$ cat src/rtl/output_arbiter.sv
// output_arbiter: round-robin arbiter sharing one output unit among N four-phase req/ack requesters.
// Each value is fully handshaken downstream before the originating requester is acknowledged.
module output_arbiter #(
  parameter int DW = 16,
  parameter int N  = 4
) (
  input  logic            clk,
  input  logic            rst,
  input  logic [N-1:0]    req,
  input  logic [N*DW-1:0] data,
  output logic [N-1:0]    ack,
  output logic            out_req,
  output logic [DW-1:0]   out_data,
  input  logic            out_ack,
  output logic [2:0]      grant_id,
  output logic            busy,
  output logic [15:0]     count
);

  typedef enum logic [1:0] {
    S_IDLE,
    S_ISSUE,
    S_RELEASE,
    S_RESPOND
  } state_t;

  state_t        r_state, w_state_nxt;
  logic [2:0]    r_ptr, w_ptr_nxt;
  logic [2:0]    r_gid, w_gid_nxt;
  logic [N-1:0]  r_ack, w_ack_nxt;
  logic          r_out_req, w_out_req_nxt;
  logic [DW-1:0] r_out_data, w_out_data_nxt;
  logic          r_busy, w_busy_nxt;
  logic [15:0]   r_count, w_count_nxt;

  logic [7:0]    w_req8;
  logic [DW-1:0] w_slot [8];
  logic          w_found;
  logic [2:0]    w_sel;
  logic [2:0]    w_idx;
  logic [N-1:0]  w_gid_onehot;

  // Requests and data slices padded to 8 entries so a 3-bit index always fits.
  assign w_req8 = 8'(req);

  for (genvar g = 0; g < 8; g++) begin : g_slot
    if (g < N) begin : g_used
      assign w_slot[g] = data[g*DW +: DW];
    end else begin : g_pad
      assign w_slot[g] = '0;
    end
  end

  always_comb begin
    w_found = 1'b0;
    w_sel   = '0;
    w_idx   = '0;
    for (int unsigned k = 0; k < N; k++) begin
      w_idx = 3'((32'(r_ptr) + k) % N);
      if (!w_found && w_req8[w_idx]) begin
        w_found = 1'b1;
        w_sel   = w_idx;
      end
    end
  end

  always_comb begin
    w_gid_onehot = '0;
    for (int unsigned i = 0; i < N; i++) begin
      w_gid_onehot[i] = (r_gid == 3'(i));
    end
  end

  always_ff @(posedge clk) begin
    if (rst) begin
      r_state    <= S_IDLE;
      r_ptr      <= '0;
      r_gid      <= '0;
      r_ack      <= '0;
      r_out_req  <= 1'b0;
      r_out_data <= '0;
      r_busy     <= 1'b0;
      r_count    <= '0;
    end else begin
      r_state    <= w_state_nxt;
      r_ptr      <= w_ptr_nxt;
      r_gid      <= w_gid_nxt;
      r_ack      <= w_ack_nxt;
      r_out_req  <= w_out_req_nxt;
      r_out_data <= w_out_data_nxt;
      r_busy     <= w_busy_nxt;
      r_count    <= w_count_nxt;
    end
  end

  // A high out_ack in IDLE is a downstream still draining an aborted transaction; never grant on it.
  always_comb begin
    w_state_nxt = r_state;
    unique case (r_state)
      S_IDLE:    if (w_found && !out_ack) w_state_nxt = S_ISSUE;
      S_ISSUE:   if (out_ack)             w_state_nxt = S_RELEASE;
      S_RELEASE: if (!out_ack)            w_state_nxt = S_RESPOND;
      S_RESPOND: if (!w_req8[r_gid])      w_state_nxt = S_IDLE;
      default:                            w_state_nxt = S_IDLE;
    endcase
  end

  always_comb begin
    w_ptr_nxt      = r_ptr;
    w_gid_nxt      = r_gid;
    w_ack_nxt      = r_ack;
    w_out_req_nxt  = r_out_req;
    w_out_data_nxt = r_out_data;
    w_busy_nxt     = r_busy;
    w_count_nxt    = r_count;
    if (w_state_nxt != r_state) begin
      unique case (r_state)
        S_IDLE: begin
          w_gid_nxt      = w_sel;
          w_out_data_nxt = w_slot[w_sel];
          w_out_req_nxt  = 1'b1;
          w_busy_nxt     = 1'b1;
        end
        S_ISSUE: begin
          w_out_req_nxt = 1'b0;
        end
        S_RELEASE: begin
          w_ack_nxt   = w_gid_onehot;
          w_count_nxt = r_count + 16'd1;
        end
        S_RESPOND: begin
          w_ack_nxt  = '0;
          w_ptr_nxt  = (r_gid == 3'(N - 1)) ? '0 : r_gid + 3'd1;
          w_busy_nxt = 1'b0;
        end
        default: begin
          w_busy_nxt = 1'b0;
        end
      endcase
    end
  end

  assign ack      = r_ack;
  assign out_req  = r_out_req;
  assign out_data = r_out_data;
  assign grant_id = r_gid;
  assign busy     = r_busy;
  assign count    = r_count;

endmodule

$ cat config.mk
export PLATFORM = sky130hd
export DESIGN_NAME = output_arbiter
export DESIGN_NICKNAME = d
export VERILOG_FILES = /design/src/rtl/output_arbiter.sv
export SDC_FILE = /design/constraint.sdc
export NUM_CORES = 1
export LEC_CHECK = 0
export ABC_CLOCK_PERIOD_IN_PS = 2550
export CELL_PAD_IN_SITES_DETAIL_PLACEMENT = 1
export CELL_PAD_IN_SITES_GLOBAL_PLACEMENT = 2
export CORE_ASPECT_RATIO = 1.1
export CORE_MARGIN = 5
export CORE_UTILIZATION = 24
export CTS_BUF_LIST = sky130_fd_sc_hd__clkbuf_16
export DETAILED_ROUTE_END_ITERATION = 7
export GPL_TIMING_DRIVEN = 0
export PLACE_DENSITY = 0.91
export SYNTH_ARGS = -nofsm -noshare
export SYNTH_HDL_FRONTEND = slang
export SYNTH_SLANG_ARGS = --single-unit
export TNS_END_PERCENT = 30
$ cat constraint.sdc
create_clock -name clk -period 2.55 [get_ports clk]
set_input_delay 0.6375 -clock clk [delete_from_list [all_inputs] [get_ports clk]]
set_output_delay 0.6375 -clock clk [all_outputs]
set_load 0.01 [all_outputs]
Word-level counts from Yosys, hierarchy flattened
Cells that the tools add are included.
{"block": "classes", "addsub": 5, "magnitude_cmp": 6, "eq_ne": 7, "muxes": 30, "bitwise": 1, "n_reduce_logical": 19}
{"op": "$bmux W16 S3", "count": 1}
{"op": "$mux W16", "count": 2}
{"op": "$add A16 B1 Y16 const B", "count": 1}
{"op": "$lt A2 B4 Y1 const B", "count": 4}
{"op": "$mux W2", "count": 6}
{"op": "$reduce_and A2 Y1", "count": 6}
{"op": "$mux W1", "count": 9}
{"op": "$mux W3", "count": 3}
{"op": "$bmux W1 S2", "count": 4}
{"op": "$pmux W2 S4", "count": 1}
{"op": "$pmux W4 S2", "count": 1}
{"op": "$eq A3 B2 Y1 const B", "count": 2}
{"op": "$reduce_bool A2 Y1", "count": 3}
{"op": "$add A2 B1 Y2 const B", "count": 2}
{"op": "$add A2 B2 Y2 const B", "count": 2}
{"op": "$eq A2 B2 Y1 const B", "count": 2}
{"op": "$ge A4 B4 Y1 const B", "count": 1}
{"op": "$logic_and A1 B1 Y1", "count": 4}
{"op": "$logic_not A1 Y1", "count": 4}
{"op": "$lt A3 B4 Y1 const B", "count": 1}
{"op": "$not A3 Y4", "count": 1}
{"op": "$pmux W1 S2", "count": 2}
{"op": "$bmux W1 S3", "count": 1}
{"op": "$eq A3 B1 Y1 const B", "count": 1}
{"op": "other kinds (4)", "count": 4}
{"block": "totals", "ff_bits": 45, "inputBits": 71, "out_inout_bits": 41, "elab_cells": 76}

Logic depth before layout (Yosys ltp)
Gate-level depths: netlist of the first run.
{"block": "depth", "depth_word": 17, "ltp_mapped": 9, "depth_no_buf": 7}

Worst setup path after synthesis of the first run
Ideal clock, no wire load.
{"block": "synth_timing", "kind": "input to register", "from": "input port out_ack", "to": "register r_out_data[12] (netlist: out_data[12])", "arrival_time_ps": 2227, "required_time_ps": 2471, "path_slack_ps": 244, "stages": 7, "n_path_buf": 4, "cell_sequence": "clkbuf_1 or4b_1 buf_2 or3_1 buf_2 buf_6 o221ai_2"}
{"block": "synth_between", "elab_chain_cells": 6, "elab_cells_between_ends": 8, "classes_between": "eq/ne (1); mux (4); reduce/logical (3)"}
{"item": "from (decl)", "line": "14", "text": "input logic out_ack,"}
{"item": "$logic_not A1 Y1"}
{"item": "$logic_and A1 B1 Y1", "line": "100", "text": "S_IDLE: if (w_found && !out_ack) w_state_nxt = S_ISSUE;"}
{"item": "$mux W2", "line": "100"}
{"item": "$pmux W2 S4 (*)", "line": "99", "text": "unique case (r_state)"}
{"item": "$ne A2 B2 Y1 (*)", "line": "116", "text": "if (w_state_nxt != r_state) begin"}
{"item": "$reduce_and A2 Y1 (no line) (*)"}
{"item": "to (signal assigned)", "line": "90", "text": "r_out_data <= w_out_data_nxt;"}
{"item": "to (decl)", "line": "32", "text": "logic [DW-1:0] r_out_data, w_out_data_nxt;"}
Mark *: on every way between the ends. The rest lies on a longest branch, timed or not.
A chain may end at the register's enable or synchronous reset.

Final worst setup path of the first run
{"block": "layout_timing", "from": "register r_state[1]", "to": "register r_out_data[14] (netlist: out_data[14])"}
{"block": "layout_between", "elab_chain_cells": 4, "elab_cells_between_ends": 11, "classes_between": "eq/ne (4); mux (5); reduce/logical (2)"}
{"item": "from (decl)", "line": "27", "text": "state_t r_state, w_state_nxt;"}
{"item": "from (signal assigned)", "line": "85", "text": "r_state <= w_state_nxt;"}
{"item": "$eq A2 B2 Y1, or another cell as far along", "line": "99"}
{"item": "$pmux W2 S4", "line": "99"}
{"item": "$ne A2 B2 Y1", "line": "116"}
{"item": "$reduce_and A2 Y1 (no line) (*)"}
Marks and branches as above.

==> results of run 1 <==
layout make-up:
type	count	area (um^2)	share of cell area, %
buffer	18	98.8	2.41
clock buffer	5	125	3.05
clock inverter	2	8.76	0.214
inverter	16	60.1	1.46
multi-input combinational	211	1620	39.4
sequential	44	886	21.6
tap	147	184	4.48
timing repair buffer	114	1120	27.4
worst max path at each step:
stage / from / to / slack (ns) / cells past startpoint
finish: r_state[1] / out_data[14] / 0.14 / 9
global route: r_state[0] / r_ptr[0] / -0.01 / 8
CTS: r_state[0] / r_ptr[0] / 0.003 / 8
detailed placement: req[0] / out_data[8] / -0.60 / 8
global placement: req[0] / out_data[12] / -0.56 / 8
floorplan: out_ack / out_data[12] / 0.24 / 7
registers in the layout (all words and copies together), names as in the netlist:
register / cells
ack: 4
busy: 1
count: 16
grant_id: 2
out_data: 16
out_req: 1
r_ptr: 2
r_state: 2
cells by family (layout without fill, tap and decap cells):
family | count (synthesis) | count (layout) | synth area share, %
AND/OR/NAND/NOR | 85 | 85 | 17.0
AO/OA/AOI/OAI | 69 | 69 | 21.1
flip-flops | 44 | 44 | 33.7
multiplexers | 38 | 38 | 15.1
buffers and inverters | 34 | 155 | 5.56
adder cells (fa/ha/maj) | 9 | 9 | 4.31
XOR/XNOR | 9 | 9 | 3.02
other | 1 | 1 | 0.144
metrics by stage:
stage / setup WS (ns) / instances / setup TNS [ns] / total power (W) / hold WS (ns)
floorplan: 0.244 / 289 / 0 / 0.00153 / 0.473
global placement: -0.565 / 545 / -15.94 / 0.00200 / 0.445
detailed placement: -0.601 / 545 / -16.92 / 0.00203 / 0.458
CTS: 0.00288 / 552 / 0 / 0.00269 / 0.472
global route: -0.0140 / 557 / -0.0140 / 0.00287 / 0.507
finish: 0.136 / 557 / 0 / 0.00270 / 0.472
worst min-delay path, stage by stage (launching register included):
cell     delay (ns)
dfxtp_1        0.31
nand2_1        0.05
mux2i_1        0.06
placed cells by master, fill, tap and decap left out, types with 7 or more instances in the layout:
cell and n:
clkdlybuf4s50_1 105, dfxtp_1 42, mux2i_1 36, nand3_1 22
nor2_1 18, inv_1 16, nand2_1 15, a21oi_1 14
o21ai_0 13, o221ai_2 11, ha_1 9, xor2_1 7
power by group:
group | leakage, nW | internal [W] | switching (W)
sequential | 0.359 | 0.000801 | 0.0000901
combinational | 0.995 | 0.000556 | 0.000632
clock | 0.0709 | 0.000353 | 0.000264
total | 1.42 | 0.00171 | 0.000986
layer usage:
layer | part of all wire, % | wire [um] | up-vias
li1 | - | - | 1309
met1 | 40 | 3650 | 1313
met2 | 55 | 5020 | 57
met3 | 4.3 | 396 | 6
met4 | 1.3 | 119 | 0
met5 | 0 | 0 | -
timing repair:
action / 4_1_cts / 5_1_grt
gates resized for setup: 13 / 5
endpoints found under the setup margin: 30 / 21
endpoints found under the hold margin: 0 / 0
pin swaps: 0 / 2
setup buffers: 0 / 5
==> metrics.yaml, run 1 <==
fp.coreArea_mm2: 0.0108
seq_area_frac_synth_pct: 33.7
ir_drop_mv: 0.327
fin_area_mm2: 0.00410
grt_pass1_vias: 2911
synth_edf_count: 0
overflow: 0
ant_nets: 0
routed-via-count: 2685
ys_ff_latch: 44
path_max_fanout: 10
worstMarginPinSlew_ns: 0.698
rr_endpoint: "out_data[14]"
yosys_warnings: 0
via_per_inst: 4.82
status: "finished, final reports clean"
slowest_stage: "or4b_1"
dp_hpwl_mm: 7.23
numCtsBuffers: 5
met2_usage_pct: 26.4
antennaDiodeCount: 0
min_from: "busy"
slew_headroom_pct: 53.3
grtUsageMet1_pct: 16.2
powerDensity_mw_per_mm2: 657
syn_area_mm2: 0.00261
ys_top_cells_by_count: "dfxtp_1, mux2i_1, nand3_1"
endpoint_kind: "flop"
ff2ff_path_depth: 9
period_share_pct: 94.7
cap_violations: 0
critPathLaunchType: "flop"
crit_chain: "inv_1, ha_1, buf_2, or4b_1, buf_2, or3_1, buf_2, buf_6, o221ai_2"
cp.required_ns: 2.76
min_path_type: "flop to flop"
clk_path_buf_depth: 2
slew_viol_final: 0
drt_iter0_drc: 81
clock_latency_ns: 0.28
setup_viol: 0
cts-hold-fix-buffers: 0
ios: 112
fill_cells: 1314
placementRows: 40
synth_top_cell_by_area: "dfxtp_1"
grt_pass1_wl_mm: 14.8
drcViolationCount: 0
area_growth_pct: 57.1
cts_root_buffer: "clkbuf_16"
wl_per_cell_um: 16.5
grtUsageTotal_pct: 14.3
fin_nets: 490
firstDrtPassIters: 4
final.min_clock_period_ns: 2.41
routed_wl_mm: 9.19
grt_busiest_layer: "met2"
syn_inst: 289
regToRegStartpoint: "r_state[1]"
htreeDepth: 2
synth_top_cell_area_share_pct: 33.7
grt_max_degree: 13
critPathKind: "flop to flop"
cpMostUsedCell: "buf_2"
antenna_found_initial: 0
path_buf_inv: 5
globalplace.congestion: 0.778
hold_path_depth: 2
syn_nets: 369
dieHeight_um: 119
critPathArrivalTime_ns: 2.62
crit_path_max_incr_delay_ns: 0.44
synth-async-reset-ratio_pct: 0
synth_area_leaders: "dfxtp_1, mux2i_1, o221ai_2"
r2r_setup_slack_ns: 0.14
whs_endpoint: "busy"
final_util_pct: 37.9
clk_pin_slew_ns: 0.06
placed_area_mm2: 0.00388
synth_most_common_cell: "dfxtp_1"
start_util_pct: 24.1
avgSynthCellArea_um2: 9.03
cts_tree: "done"
synth_flop_cell: "dfxtp_1"
hold_viol: 0
p_leak_nw: 1.42
cpLargestDelayFamily: "buffers and inverters"
met3_usage_pct: 2.87
max_freq_ghz: 0.414
drive_above_1_share_pct: 11.0
skew_ns: 0.00430
io_buffers: 109
synthDistinctLibCells: 51
cts.sinks: 44
die_x_um: 109
die-area_mm2: 0.0131
(Power assumes the default switching activity.)
==> run 2: changes to the inputs <==
Settings changed: CORE_ASPECT_RATIO 1.1 to default, PLACE_DENSITY 0.91 to 0.9.
==> run 2 against run 1 <==
Against the previous run:
- critical path depth decreased by 1
- fmax up 0.86%
- wire length up 2.3%
- first-iteration DRC count rose by 4.9%
- count of clock-buffer cells in the layout unchanged
- final cell count decreased by 1.3%
- setup slack improved by 0.021 ns
==> metrics.yaml, run 2 (same netlist as run 1, synthesis figures left out) <==
regArea_um2: 883  # -0.28%
max_freq_ghz: 0.418  # +0.86%
hold_viol: 0  # unchanged
dp_hpwl_mm: 7.31  # +1.2%
hold-worst-slack_ns: 0.462  # -0.00965 ns
start_util_pct: 24.3  # +0.15 points
cts_root_buffer: "clkbuf_16"
crit_chain: "inv_1, ha_1, buf_4, or4b_2, o31ai_1, o21ai_0, o21ai_1, mux2_2"
status: "finished, final reports clean"
numCtsBuffers: 5  # unchanged
htreeDepth: 2  # unchanged
final.min_clock_period_ns: 2.39  # -0.0206 ns
period_share_pct: 93.8  # -0.81 points
grt_pass1_vias: 2907  # -0.14%
stdcell_count: 550  # -1.3%
fp.coreArea_mm2: 0.0107  # -0.60%
routed-via-count: 2698  # +0.48%
slew_viol_final: 0  # unchanged
path_buf_inv: 2  # -3
power_w: 0.00303  # +13%
antenna_found_initial: 0  # unchanged
critPathLaunchType: "flop"
pre_cts_ws_ns: -0.644  # -0.0428 ns
endpoint_kind: "flop"
dpl.cell_count: 538  # -1.3%
ir_drop_mv: 0.334  # +2.2%
slowest_stage: "or4b_2"
cpLargestDelayFamily: "simple AND/OR/NAND/NOR gates"
drcViolationCount: 0  # unchanged
cp.required_ns: 2.73  # -0.03 ns
placementRows: 38  # -5.0%
via_per_inst: 4.91  # +1.8%
ant_nets: 0  # unchanged
grt_max_degree: 15  # +2
drive_above_1_share_pct: 11.5  # +0.49 points
p_leak_nw: 1.45  # +2.1%
min_path_type: "flop to flop"
area_growth_pct: 59.7
final_cell_mix: "clkdlybuf4s50_1, dfxtp_1, mux2i_1"
powerDensity_mw_per_mm2: 728  # +11%
dieHeight_um: 114  # -4.3%
fill_cells: 1260  # -4.1%
cts_tree: "done"
critPathArrivalTime_ns: 2.57  # -0.05 ns
path_max_fanout: 10  # unchanged
cts-hold-fix-buffers: 0  # unchanged
clock_latency_ns: 0.29  # about the same
worstMarginPinSlew_ns: 0.634  # -0.0641 ns
firstDrtPassIters: 4  # unchanged
overflow: 0  # unchanged
fin_nets: 489  # -0.20%
multiInputGateArea_mm2: 0.00162  # +0.15%
rsz0062_at_grt: "false"
layout_commonest_cell: "clkdlybuf4s50_1"
layout_setup_ws_ns: 0.157  # +0.0206 ns
ios: 112  # unchanged
grtUsageTotal_pct: 14.3  # about the same
clk_pin_slew_ns: 0.06  # about the same
die-area_mm2: 0.0131  # about the same
slew_headroom_pct: 57.8  # +4.4 points
setup_viol: 0  # unchanged
io_buffers: 109  # unchanged
cap_violations: 0  # unchanged
grt_pass1_wl_mm: 14.9  # +0.28%
antennaDiodeCount: 0  # unchanged
crit_path_max_incr_delay_ns: 0.61  # +0.17 ns
critPathKind: "flop to flop"
drt_iter0_drc: 85  # +4.9%
clk_path_buf_depth: 2  # unchanged
cts.sinks: 44  # unchanged
globalplace.congestion: 0.779  # +0.18%
skew_ns: 0.00477  # +0.000478 ns
die_x_um: 114  # +4.4%
routed_wl_mm: 9.40  # +2.3%
wl_per_cell_um: 17.1  # +3.6%
==> run 2: layer usage <==
layer | share of wire [%] | track usage (%) | vias to the layer above
li1 | - | - | 1304
met3 | 3.1 | 2.75 | 15
met4 | 2.5 | 5.38 | 0
met5 | 0 | 0 | -
met2 | 53 | 25.6 | 46
met1 | 41 | 16.8 | 1333
==> run 2: timing repair <==
item                                   in CTS  in global routing
pin swaps                                   2                  1
setup buffers                               1                  3
gates resized for setup                    15                  5
setup endpoints to repair                  38                 21
endpoints found under the hold margin       0                  0
==> run 2: where the power goes <==
group / total (W) / internal, W / switching, W
logic: 0.00119 / 0.000558 / 0.000633
registers: 0.000889 / 0.000798 / 0.0000912
clock network: 0.000955 / 0.000661 / 0.000294
total: 0.00303 / 0.00202 / 0.00102
==> run 2: worst min-delay path, stage by stage (launching register included) <==
cell,delay [ns]
dfxtp_1,0.31
nand2_1,0.05
mux2i_1,0.05
==> run 2: final cells by class <==
cell class,instances,share of cell area (%)
multi-input cells,211,38.8
repair buffers,113,26.8
flip-flops and latches,44,21.2
well taps,140,4.20
clock buffers,5,3.00
plain buffers,18,2.43
clock inverters,3,2.16
inverters,16,1.44
==> run 2: per-stage QoR <==
stage / cell area [um^2] / util (%) / TNS [ns]
floorplan: 2610 / - / 0
global placement: 3880 / 36.1 / -16.49
detailed placement: 3880 / 36.1 / -19.18
CTS: 4140 / 38.5 / 0
global route: 4170 / 38.8 / 0
finish: 4170 / 38.8 / 0
==> run 2: path summary, 6_finish.rpt <==
path                    from       end  slack [ns]  cells after the start
setup / recovery  r_state[1]  r_ptr[0]        0.16                      8
hold / removal          busy      busy        0.46                      2
setup reg to reg  r_state[1]  r_ptr[0]        0.16                      8
hold reg to reg         busy      busy        0.46                      2
